`config.mk`:
```
export PLATFORM = sky130hd
export DESIGN_NAME = period_meter_flat
export DESIGN_NICKNAME = d
export VERILOG_FILES = /design/src/rtl/period_meter_if.sv /design/src/rtl/period_meter.sv /design/src/flat_wrapper.sv
export SDC_FILE = /design/constraint.sdc
export NUM_CORES = 1
export LEC_CHECK = 0
export BUFFER_PORTS_ARGS = -buffer_cell sky130_fd_sc_hd__buf_2
export CORE_MARGIN = 2
export CORE_UTILIZATION = 58
export CTS_CLUSTER_DIAMETER = 150
export DETAILED_ROUTE_END_ITERATION = 6
export GPL_TIMING_DRIVEN = 0
export PLACE_DENSITY_LB_ADDON = 0.08
export SYNTH_ARGS = -nofsm -noshare
export SYNTH_HDL_FRONTEND = slang
export SYNTH_SLANG_ARGS = --single-unit
```
`constraint.sdc`:
```
create_clock -name clk_in -period 3.81 [get_ports clk_in]
set_input_delay 0 -clock clk_in [delete_from_list [all_inputs] [get_ports clk_in]]
set_output_delay 0 -clock clk_in [all_outputs]
set_load 0.02 [all_outputs]
```
`src/rtl/period_meter_if.sv`:
```
// Measurement link between a square-wave source and the period meter.
// The meter is the master: it samples sig_in and drives the result fields.
interface period_meter_if #(
  parameter int WIDTH = 25
);
  logic             sig_in;
  logic [WIDTH-1:0] period;
  logic [WIDTH-1:0] high_time;
  logic             valid;
  logic             timeout;

  modport master (
    input  sig_in,
    output period, high_time, valid, timeout
  );

  modport slave (
    output sig_in,
    input  period, high_time, valid, timeout
  );
endinterface

```
`src/rtl/period_meter.sv`:
```
// Measures period and high time of an asynchronous square wave in clk_in cycles,
// pulsing valid per measured period and flagging timeout when no rise arrives.
module period_meter #(
  parameter int MAX_COUNT = 27_000_000,
  parameter int WIDTH     = $clog2(MAX_COUNT + 1)
) (
  input logic          clk_in,
  input logic          reset,
  period_meter_if.master mif
);

  localparam logic [WIDTH-1:0] MAX_W = WIDTH'(MAX_COUNT);
  localparam logic [WIDTH-1:0] ONE_W = WIDTH'(1);

  typedef enum logic {
    IDLE,
    MEASURE
  } state_t;

  state_t           state, state_nxt;
  logic             s1, s2, s3;
  logic             rise;
  logic [WIDTH-1:0] cnt, hcnt;
  logic             load, set_to, clr_to;

  always_ff @(posedge clk_in or posedge reset) begin
    if (reset) begin
      s1 <= 1'b0;
      s2 <= 1'b0;
      s3 <= 1'b0;
    end else begin
      s1 <= mif.sig_in;
      s2 <= s1;
      s3 <= s2;
    end
  end

  assign rise = s2 & ~s3;

  // Both counters restart at 1 so the rise cycle itself is part of the new period.
  always_ff @(posedge clk_in or posedge reset) begin
    if (reset) begin
      cnt  <= '0;
      hcnt <= '0;
    end else if (rise) begin
      cnt  <= ONE_W;
      hcnt <= ONE_W;
    end else begin
      if (cnt != MAX_W)
        cnt <= cnt + ONE_W;
      if (s2 && (hcnt != MAX_W))
        hcnt <= hcnt + ONE_W;
    end
  end

  always_ff @(posedge clk_in or posedge reset) begin
    if (reset)
      state <= IDLE;
    else
      state <= state_nxt;
  end

  always_comb begin
    state_nxt = state;
    unique case (state)
      IDLE:    if (rise) state_nxt = MEASURE;
      MEASURE: if (!rise && (cnt == MAX_W)) state_nxt = IDLE;
      default: state_nxt = IDLE;
    endcase
  end

  // A rise arriving on the saturation cycle wins over the timeout.
  always_comb begin
    load   = 1'b0;
    set_to = 1'b0;
    clr_to = 1'b0;
    unique case (state)
      IDLE:    clr_to = rise;
      MEASURE: begin
        load   = rise;
        set_to = !rise && (cnt == MAX_W);
      end
      default: ;
    endcase
  end

  always_ff @(posedge clk_in or posedge reset) begin
    if (reset) begin
      mif.period    <= '0;
      mif.high_time <= '0;
      mif.valid     <= 1'b0;
      mif.timeout   <= 1'b0;
    end else begin
      mif.valid <= load;
      if (load) begin
        mif.period    <= cnt;
        mif.high_time <= hcnt;
      end
      if (set_to)
        mif.timeout <= 1'b1;
      else if (clr_to)
        mif.timeout <= 1'b0;
    end
  end

endmodule
```
`src/flat_wrapper.sv`:
```
// flat-port wrapper written by rule: the top's interface ports become plain ports
module period_meter_flat 
#(
  parameter int MAX_COUNT = 27_000_000,
  parameter int WIDTH     = $clog2(MAX_COUNT + 1)
)
  (clk_in, reset, mif_sig_in, mif_period, mif_high_time, mif_valid, mif_timeout);
  period_meter_if #(.WIDTH(WIDTH)) mif_i ();
  input logic clk_in;
  input logic reset;
  input wire logic [$bits(mif_i.sig_in)-1:0] mif_sig_in;
  output wire logic [$bits(mif_i.period)-1:0] mif_period;
  output wire logic [$bits(mif_i.high_time)-1:0] mif_high_time;
  output wire logic [$bits(mif_i.valid)-1:0] mif_valid;
  output wire logic [$bits(mif_i.timeout)-1:0] mif_timeout;
  assign mif_i.sig_in = mif_sig_in;
  assign mif_period = mif_i.period;
  assign mif_high_time = mif_i.high_time;
  assign mif_valid = mif_i.valid;
  assign mif_timeout = mif_i.timeout;
  period_meter #(.MAX_COUNT(MAX_COUNT), .WIDTH(WIDTH)) u_core (.clk_in(clk_in), .reset(reset), .mif(mif_i));
endmodule
```
After elaboration in Yosys (flattened, before gate mapping)

Index checks and enable logic that the tools add are counted.

Flip-flop bits (word level): 106
Input port bits: 3
Output and inout bits: 52
Word-level logic and storage cells: 36

$add $sub $neg: 2
Equality and inequality tests: 3
Muxes and demuxes: 12
Bitwise operators: 3
Reductions and logical operators: 6

Operator list:

| operator                                      | number |
|---|---|
| two-way mux 25 bit                            | 4 |
| adder 25 x 1 -> 25 bit, second input constant | 2 |
| inequality test 25 bit, second input constant | 2 |
| equality test 25 bit, second input constant   | 1 |
| two-way mux 1 bit                             | 7 |
| nonzero test 2 bit                            | 3 |
| logical AND 1 bit                             | 2 |
| inverter 1 bit                                | 2 |
| one-hot mux 1 bit (2 select lines)            | 1 |
| bitwise AND 1 bit                             | 1 |
| logical NOT 1 bit                             | 1 |

Longest topological paths before layout

Gate-level depths: netlist of the first run.

Depth in word-level cells: 6
Depth in mapped cells: 6
Depth with buffers taken out: 6

Worst setup path before layout of the first run

Ideal clock, no wire load.

Path kind: reg-to-reg
Start point: reg u_core.hcnt[0]
End point: reg u_core.hcnt[20]
Library setup time: 0.078 ns
Arrival time: 1.920 ns
Slack: 1.812 ns
Stages on the path, launching flop included: 7
Buffers on the path: 1
Period minus slack after synthesis: 1.998 ns
Path through: dfrtp_1 -> ha_1 -> nand4_1 -> or3_1 -> buf_2 -> or4_1 -> a21oi_1

Cells in the longest elaborated chain, start to end: 3
Elaborated cells between the ends (all ways): 6

Ends and longest elaborated chain:

| element                                                          | line                                   | source |
|---|---|---|
| from (decl)                                                      | period_meter.sv:23                     | `logic [WIDTH-1:0] cnt, hcnt;` |
| from (signal assigned)                                           | period_meter.sv:52                     | `hcnt <= hcnt + ONE_W;` |
| adder 25 x 1 -> 25 bit or inequality test 25 bit (tied branches) | period_meter.sv:52, period_meter.sv:51 |  |
| two-way mux 25 bit or logical AND 1 bit (tied branches)          | period_meter.sv:51                     | `if (s2 && (hcnt != MAX_W))` |
| two-way mux 25 bit or nonzero test 2 bit (tied branches)         | --                                     |  |

Parallel ways exist; a longest one is shown, timed or not. The select of a mux whose other input is x is not followed.
A chain may end at the register's enable or synchronous reset.

Final worst setup path of the first run

Start point: reg u_core.s2
End point: reg u_core.hcnt[12]

Cells in the longest elaborated chain, start to end: 2
Elaborated cells between the ends (all ways): 4

Ends and longest elaborated chain:

| element                                                  | line                                   | source |
|---|---|---|
| from (decl)                                              | period_meter.sv:21                     | `logic s1, s2, s3;` |
| from (signal assigned)                                   | period_meter.sv:29                     | `s2 <= 1'b0;` |
| from (signal assigned)                                   | period_meter.sv:33                     | `s2 <= s1;` |
| bitwise AND 1 bit or logical AND 1 bit (tied branches)   | period_meter.sv:38, period_meter.sv:51 |  |
| two-way mux 25 bit or nonzero test 2 bit (tied branches) | --                                     |  |

Parallel ways exist; a longest one is shown, timed or not.

==> results of run 1 <==
layer usage:
metal	global-route usage	vias up
li1	-	1782
met1	0.385	1920
met2	0.367	134
met3	0.0348	18
met4	0.0976	0
met5	0	-
stage by stage:
| stage | setup TNS [ps] | worst slack [ps] |
|---|---|---|
| 2_1_floorplan | 0 | 1020 |
| 3_3_place_gp | -11250 | -113 |
| 3_5_place_dp | 0 | 1490 |
| 4_1_cts | 0 | 1480 |
| 5_1_grt | 0 | 1310 |
| 6_report | 0 | 1480 |
report_power, final:
group          internal, mW  switching (mW)  total (mW)
sequential             1.18          0.0501        1.23
combinational        0.0904           0.165       0.255
clock                 0.278           0.388       0.666
total                  1.54           0.603        2.15
placed cells by master (no fill, tap or decap), types with 5 or more instances in the layout:
cell type                    n
sky130_fd_sc_hd__nor3_1      6
sky130_fd_sc_hd__o211ai_1    6
sky130_fd_sc_hd__nor4_1     13
sky130_fd_sc_hd__inv_1      11
sky130_fd_sc_hd__dfrtp_1   106
sky130_fd_sc_hd__or4_1      13
sky130_fd_sc_hd__nand4_1    13
sky130_fd_sc_hd__o31ai_1     8
sky130_fd_sc_hd__nand3_1    18
sky130_fd_sc_hd__and4_1      5
sky130_fd_sc_hd__and3_1      5
sky130_fd_sc_hd__nand2b_1    7
sky130_fd_sc_hd__buf_1       7
sky130_fd_sc_hd__o21ai_0    23
sky130_fd_sc_hd__clkbuf_8   11
sky130_fd_sc_hd__a21oi_1    18
sky130_fd_sc_hd__clkbuf_1    9
sky130_fd_sc_hd__buf_2      62
sky130_fd_sc_hd__nand2_1    45
sky130_fd_sc_hd__xnor2_1     7
sky130_fd_sc_hd__nor2_1     19
sky130_fd_sc_hd__mux2_2     41
sky130_fd_sc_hd__xor2_1      6
sky130_fd_sc_hd__or3_1      11
logic make-up (layout without fill, tap and decap cells):
family,after synthesis,in the layout
and+or+nand+nor,168,168
DFF,106,106
AOI/OAI and AO/OA,77,77
muxes,43,43
buffers and inverters,36,109
xor gates and xnor gates,13,13
adders and majority gates,4,4
area by class of cell:
| class | count | share of cell area |
|---|---|---|
| clock buffer | 11 | 0.0275 |
| sequential | 106 | 0.483 |
| buffer | 24 | 0.0182 |
| tap | 105 | 0.0239 |
| multi-input combinational | 305 | 0.375 |
| timing repair buffer | 57 | 0.0578 |
| inverter | 12 | 0.00865 |
| clock inverter | 5 | 0.00660 |
registers in the layout, indices dropped and copies added, names as in the netlist:
signal,flops
u_core.cnt,25
u_core.hcnt,25
u_core.mif.period,25
u_core.s3,1
u_core.state,1
u_core.s2,1
u_core.s1,1
u_core.mif.high_time,25
u_core.mif.valid,1
u_core.mif.timeout,1
what timing repair did:
item	CTS	global route
hold endpoints to repair	31	0
setup buffers	0	0
hold buffers	2	0
critical path, stage by stage, from the launching register on:
cell and delay [ps]:
sky130_fd_sc_hd__dfrtp_1 500, sky130_fd_sc_hd__nor2b_1 170, sky130_fd_sc_hd__clkbuf_1 420, sky130_fd_sc_hd__buf_1 490, sky130_fd_sc_hd__buf_1 510, sky130_fd_sc_hd__nor2_1 110
worst paths after layout:
kind | from | endpoint
max reg2reg | u_core.s2$_DFF_PP0_ | u_core.hcnt[12]$_DFFE_PP0P_
min | reset | u_core.mif.high_time[21]$_DFFE_PP0P_
max | u_core.s2$_DFF_PP0_ | u_core.hcnt[12]$_DFFE_PP0P_
max in group asynchronous | reset | u_core.cnt[17]$_DFFE_PP0P_
min reg2reg | u_core.s1$_DFF_PP0_ | u_core.s2$_DFF_PP0_
min in group clk_in | mif_sig_in | u_core.s1$_DFF_PP0_
==> impl_summary.txt, run 1 <==
----------------------------------------------------
[Clock network]
  Clk Tree Root Cell ... sky130_fd_sc_hd__clkbuf_8
  Deepest clock path buffer count ... 2
  Register clock-pin slew on the reported worst setup and hold paths ... about 100 ps
  CTS tree ... done
  Post-CTS sizing ... 0
  Level count of the clock H-tree ... 3
  Num CTS Buffers ... 9
  Clock sink count ... 106
  Worst-skew pair later-pin latency ... around 370 ps

[Global routing]
  GRT Resource Usage Total ... 0.253
  Remaining global-route overflow ... 0
  Wire length of the first global-routing pass ... ~18000 um
  Via count of the first global-routing pass ... between 3000 and 4000
  Initial antenna violation count ... 0
  Pin count of the biggest net entering global routing ... 77

[Yosys]
  Seq/Total Area, Yosys ... 0.546
  Xor-xnor portion of the synthesized cell area ... 0.0234
  Post-synth EDFFs ... 0
  Average footprint of a synthesized cell ... 10.9 sq um
  Total nets after synthesis ... 454
  Most instantiated cells after synthesis ... 106 x sky130_fd_sc_hd__dfrtp_1, 45 x sky130_fd_sc_hd__nand2_1, 41 x sky130_fd_sc_hd__mux2_2, 23 x sky130_fd_sc_hd__o21ai_0, 19 x sky130_fd_sc_hd__nor2_1
  Biggest area consumer among synthesized cells ... sky130_fd_sc_hd__dfrtp_1
  Number of flip-flops and latches in the synthesized netlist ... between 100 and 150
  Cell types occupying the most area after synthesis ... sky130_fd_sc_hd__dfrtp_1 55%, sky130_fd_sc_hd__mux2_2 9.5%, sky130_fd_sc_hd__nand2_1 3.5%
  Proportion of synthesized area in mux cells ... 0.0992
  Ys async rst share ... 1.00
  Adder and majority gate portion of the synthesized area ... 0.0103
  Area share of the largest cell type after synthesis ... 0.546
  Count of cell types in the netlist ... 45
  Simple logic cell fraction of the synthesized area ... 0.190
  Main flop type after synthesis ... sky130_fd_sc_hd__dfrtp_1
  Count leader, synth ... sky130_fd_sc_hd__dfrtp_1
  Number of warnings printed during yosys synthesis ... 0
  Post-Syn Instances ... around 450
  Compound-cell area share of the yosys netlist ... 0.101
  Synthesized cell area ... ~0.0049 sq mm
  Combinational family with the most area after synthesis ... simple AND/OR/NAND/NOR gates

[Timing]
  Slew of the pin with the lowest slew margin ... 642 ps
  Clock Skews ... between 9 and 10 ps
  Hold Vio Cnt, Final ... 0
  Setup repair after global routing missed its margin ... no
  Final critical delay including setup and external delays ... ~2300 ps
  Highest achievable clock rate ... 429 MHz
  Post-route worst hold slack ... roughly 170 ps
  Total count of max-transition violations in the final report ... 0
  # setup viols final ... 0
  Relative max-transition margin ... 0.568
  Crit share post-route ... 0.612

[Routing]
  Routed Wire Length ... roughly 11000 um
  Highest routed metal layer ... met4
  Post-detailed-route DRC marker count ... 0
  WL met2 ... 4780 um
  Per-cell via count in the routed design ... ~6.2
  Sum of routed wire segments on met1 ... 5220 um
  Remaining antenna violation count ... 0
  Number of vias in the routed layout ... approximately 3900
  First-iteration detailed-routing DRC count ... 175
  Detailed Routing Iterations Pass 1 ... 5
  Met3 WL ... ~620 um
  Routed length per instance ... roughly 17 um

[Final layout]
  Area used by sequential logic in the layout ... roughly 0.0027 sq mm
  Final core utilization ... 0.672
  Final instance count without filler cells ... around 630
  Number of diodes ... 0
  Fraction of layout cells with a size suffix above 1 ... 0.246
  Fill cell total of the finished layout ... roughly 670
  Design area ... about 0.0055 sq mm
  Layout area overhead ... 13.2%
  Number of nets in the finished design ... 522
  Area used by multi-input combinational logic ... between 0.002 and 0.0025 sq mm

[Worst setup path]
  Type of element launching the critical path ... register
  Worst reg2reg setup slack ... 1480 ps
  Required time of the worst setup path ... between 4000 and 5000 ps
  Register-to-Register Path Depth ... 5
  Worst endpoint data arrival time ... approximately 2600 ps
  Category of the worst setup path capture point ... register
  Critical path fanouts, max ... 10
  Type of the worst setup path ... register to register

[Floorplanning]
  Floorplan core area ... 0.00818 sq mm
  Die Y-Extent ... 95.5 um
  Die Area ... between 0.009 and 0.01 sq mm
  # IOs ... 55
  Number of rows in the core area ... 33
  Starting utilization of the core area ... 0.594
  Die outline width ... approximately 96 um

[Placed design]
  Count of buffers from port buffering ... 54
  Placed Cells incl. Taps ... just over 600
  Final HPWL from detailed placement ... about 7500 um
  GP Congestion ... between 0.8 and 0.9
  Post-place instance area ... approximately 0.0053 sq mm

[Pwr]
  Power density over the cells ... 391 mW/mm^2
  Max VDD drop ... slightly below 0.0002 V
  Post-route total power ... around 2.1 mW
  Leakage power ... around 2.7 nW

[Worst hold path]
  Class of the tightest hold or removal check ... primary input to asynchronous set/reset pin

[Status]
  Status ... complete, no violations

[Job]
  Max-cap viol count ... 0

----------------------------------------------------
Power figures use the tool's default switching activity.
==> inputs of run 2 (changes only) <==
--- a/config.mk
+++ b/config.mk
@@ -7,7 +7,7 @@
 export LEC_CHECK = 0
 export BUFFER_PORTS_ARGS = -buffer_cell sky130_fd_sc_hd__buf_2
 export CORE_MARGIN = 2
-export CORE_UTILIZATION = 58
+export CORE_UTILIZATION = 53
 export CTS_CLUSTER_DIAMETER = 150
 export DETAILED_ROUTE_END_ITERATION = 6
 export GPL_TIMING_DRIVEN = 0
==> constraint.sdc (replaced) <==
create_clock -name clk_in -period 2.1 [get_ports clk_in]
set_input_delay 0 -clock clk_in [delete_from_list [all_inputs] [get_ports clk_in]]
set_output_delay 0 -clock clk_in [all_outputs]
set_load 0.02 [all_outputs]
==> impl_summary.txt, run 2 (synthesized netlist as in run 1, its figures left out) <==
----------------------------------------------------
[Status]
  Status ... complete, no violations (unchanged)

[Timing]
  Highest achievable clock rate ... 492 MHz (was 429 MHz)
  Slew of the pin with the lowest slew margin ... 705 ps (was 642 ps)
  # setup viols final ... 0 (unchanged)
  Final critical delay including setup and external delays ... 2030 ps (was 2330 ps)
  Sum of negative setup slack ... 0 ps (unchanged)
  Total count of max-transition violations in the final report ... 0 (unchanged)
  Relative max-transition margin ... 0.526 (was 0.568)
  Hold Vio Cnt, Final ... 0 (unchanged)
  Crit share post-route ... 0.968 (was 0.612)
  Clock Skews ... 11.3 ps (was 9.69 ps)

[Worst setup path]
  Critical path's slowest cell ... sky130_fd_sc_hd__or4_4 (was sky130_fd_sc_hd__buf_1)
  Required time of the worst setup path ... 2390 ps (was 4050 ps)
  Delay of the slowest critical-path stage ... 520 ps (was 510 ps)
  Cell family with the largest share of critical-path delay ... simple AND/OR/NAND/NOR gates (was buffers and inverters)
  Critical path fanouts, max ... 8 (was 10)
  Worst endpoint data arrival time ... 2320 ps (was 2570 ps)
  Category of the worst setup path capture point ... register (unchanged)
  Type of the worst setup path ... register to register (unchanged)
  CP Cell Sequence ... ha_4, nand2_2, or4_1, clkbuf_4, or4_4, a21oi_2 (was nor2b_1, clkbuf_1, buf_1, buf_1, nor2_1)
  WP buf/inv ... 1 (was 3)
  Type of element launching the critical path ... register (unchanged)

[Final layout]
  Fraction of layout cells with a size suffix above 1 ... 0.325 (was 0.246)
  Number of nets in the finished design ... 538 (was 522)
  Final core utilization ... 0.657 (was 0.672)
  Number of diodes ... 0 (unchanged)
  Layout area overhead ... 19.0% (was 13.2%)
  Design area ... 0.00578 sq mm (was 0.00550 sq mm)
  Commonest cells after routing, fill and taps aside ... 93 x sky130_fd_sc_hd__dfrtp_1, 63 x sky130_fd_sc_hd__buf_2, 44 x sky130_fd_sc_hd__nand2_1 (was 106 x sky130_fd_sc_hd__dfrtp_1, 62 x sky130_fd_sc_hd__buf_2, 45 x sky130_fd_sc_hd__nand2_1)
  Commonest non-fill, non-tap cell in the layout ... sky130_fd_sc_hd__dfrtp_1 (unchanged)

[Placed design]
  Final HPWL from detailed placement ... 7460 um (was 7540 um)
  GP Congestion ... 0.885 (was 0.863)
  Post-place instance area ... 0.00531 sq mm (was 0.00529 sq mm)
  Count of buffers from port buffering ... 54 (unchanged)

[Worst hold path]
  Class of the tightest hold or removal check ... primary input to asynchronous set/reset pin (unchanged)

[Clock network]
  Clock sink count ... 106 (unchanged)
  Register clock-pin slew on the reported worst setup and hold paths ... 90 ps (was 100 ps)
  Worst-skew pair later-pin latency ... 370 ps (about the same)
  Deepest clock path buffer count ... 2 (unchanged)
  Num CTS Buffers ... 9 (unchanged)
  Clk Tree Root Cell ... sky130_fd_sc_hd__clkbuf_8 (unchanged)
  Level count of the clock H-tree ... 3 (unchanged)
  CTS tree ... done (unchanged)

[Routing]
  Remaining antenna violation count ... 0 (unchanged)
  Detailed Routing Iterations Pass 1 ... 5 (unchanged)
  Post-detailed-route DRC marker count ... 0 (unchanged)
  Routed Wire Length ... 10900 um (was 10800 um)
  First-iteration detailed-routing DRC count ... 211 (was 175)
  Number of vias in the routed layout ... 3825 (was 3854)
  Per-cell via count in the routed design ... 5.94 (was 6.17)
  Routed length per instance ... 16.9 um (was 17.3 um)

[Floorplanning]
  # IOs ... 55 (unchanged)
  Die outline width ... 99.7 um (was 95.5 um)
  Number of rows in the core area ... 34 (was 33)
  Die Area ... 0.00995 sq mm (was 0.00912 sq mm)
  Starting utilization of the core area ... 0.552 (was 0.594)
  Die Y-Extent ... 99.7 um (was 95.5 um)
  Floorplan core area ... 0.00881 sq mm (was 0.00818 sq mm)

[Global routing]
  Via count of the first global-routing pass ... 3436 (was 3526)
  Pin count of the biggest net entering global routing ... 45 (was 77)
  Wire length of the first global-routing pass ... 17800 um (was 17700 um)
  GRT Resource Usage Total ... 0.225 (was 0.253)
  Initial antenna violation count ... 0 (unchanged)
  Remaining global-route overflow ... 0 (unchanged)

[Pwr]
  Leakage power ... 2.79 nW (was 2.67 nW)
  Power density over the cells ... 709 mW/mm^2 (was 391 mW/mm^2)
  Max VDD drop ... 0.000418 V (was 0.000197 V)

[Job]
  Max-cap viol count ... 0 (unchanged)

----------------------------------------------------
## run 2: cell count changes in the layout (fill, tap and decap cells not counted), moves of 3 or more
cell	previous run	this run
sky130_fd_sc_hd__buf_1	7	1
sky130_fd_sc_hd__dfrtp_2	0	13
sky130_fd_sc_hd__or4_4	0	3
sky130_fd_sc_hd__or4_1	13	10
sky130_fd_sc_hd__dfrtp_1	106	93
sky130_fd_sc_hd__buf_4	0	16
## run 2: per-layer routing
layer,part of all wire,GRT usage
met5,0,0
met4,0.0067,0.0537
met3,0.049,0.0415
met2,0.45,0.320
met1,0.49,0.357
## run 2: report_power, final
| group | switching, mW | internal (mW) | total (mW) |
|---|---|---|---|
| Combinational | 0.319 | 0.210 | 0.529 |
| Clock | 0.679 | 0.653 | 1.33 |
| Sequential | 0.0988 | 2.14 | 2.24 |
| Total | 1.10 | 3.00 | 4.10 |
## run 2: worst paths after layout
kind                                                start                                    to  slack (ps)  depth (start not counted)
worst max-delay path            u_core.cnt[1]$_DFFE_PP0P_            u_core.cnt[22]$_DFFE_PP0P_          70                          6
worst min-delay path                                reset  u_core.mif.high_time[22]$_DFFE_PP0P_         280                          3
worst max register to register  u_core.cnt[1]$_DFFE_PP0P_            u_core.cnt[22]$_DFFE_PP0P_          70                          6
worst min register to register        u_core.s1$_DFF_PP0_                   u_core.s2$_DFF_PP0_         360                          0
max in group asynchronous                           reset             u_core.cnt[0]$_DFFE_PP0P_        1170                          4
min in group clk_in                            mif_sig_in                   u_core.s1$_DFF_PP0_         280                          2
## run 2: tightest hold or removal path: cells and delay by family
| kind | cells | cell delay [ps] |
|---|---|---|
| buf+inv | 3 | 1120 |
## run 2: layout make-up
class,instances,area [sq um]
flip-flops and latches,106,2670
fillers,715,3020
clock inverters,3,46.3
inverters,12,48.8
plain buffers,24,123
clock buffers,13,169
well taps,108,135
multi-input cells,305,2150
repair buffers,73,443
## run 2: per-stage QoR
step | setup WS, ps | total power [mW] | hold slack [ps] | cells
6_report | 66.6 | 4.10 | 279 | 644
4_1_cts | 9.09 | 4.07 | 273 | 631
3_3_place_gp | -184 | 2.71 | 109 | 609
2_1_floorplan | 102 | 2.57 | 31.4 | 447
3_5_place_dp | -167 | 2.74 | 112 | 611
5_1_grt | -36.5 | 4.27 | 273 | 644
## run 2: repair_timing
action / in CTS / in global routing
hold buffers: 2 / 0
pin swaps: 1 / 2
endpoints found under the setup margin: 56 / 62
hold endpoints to repair: 30 / 0
gates resized for setup: 13 / 31
setup buffers: 2 / 13
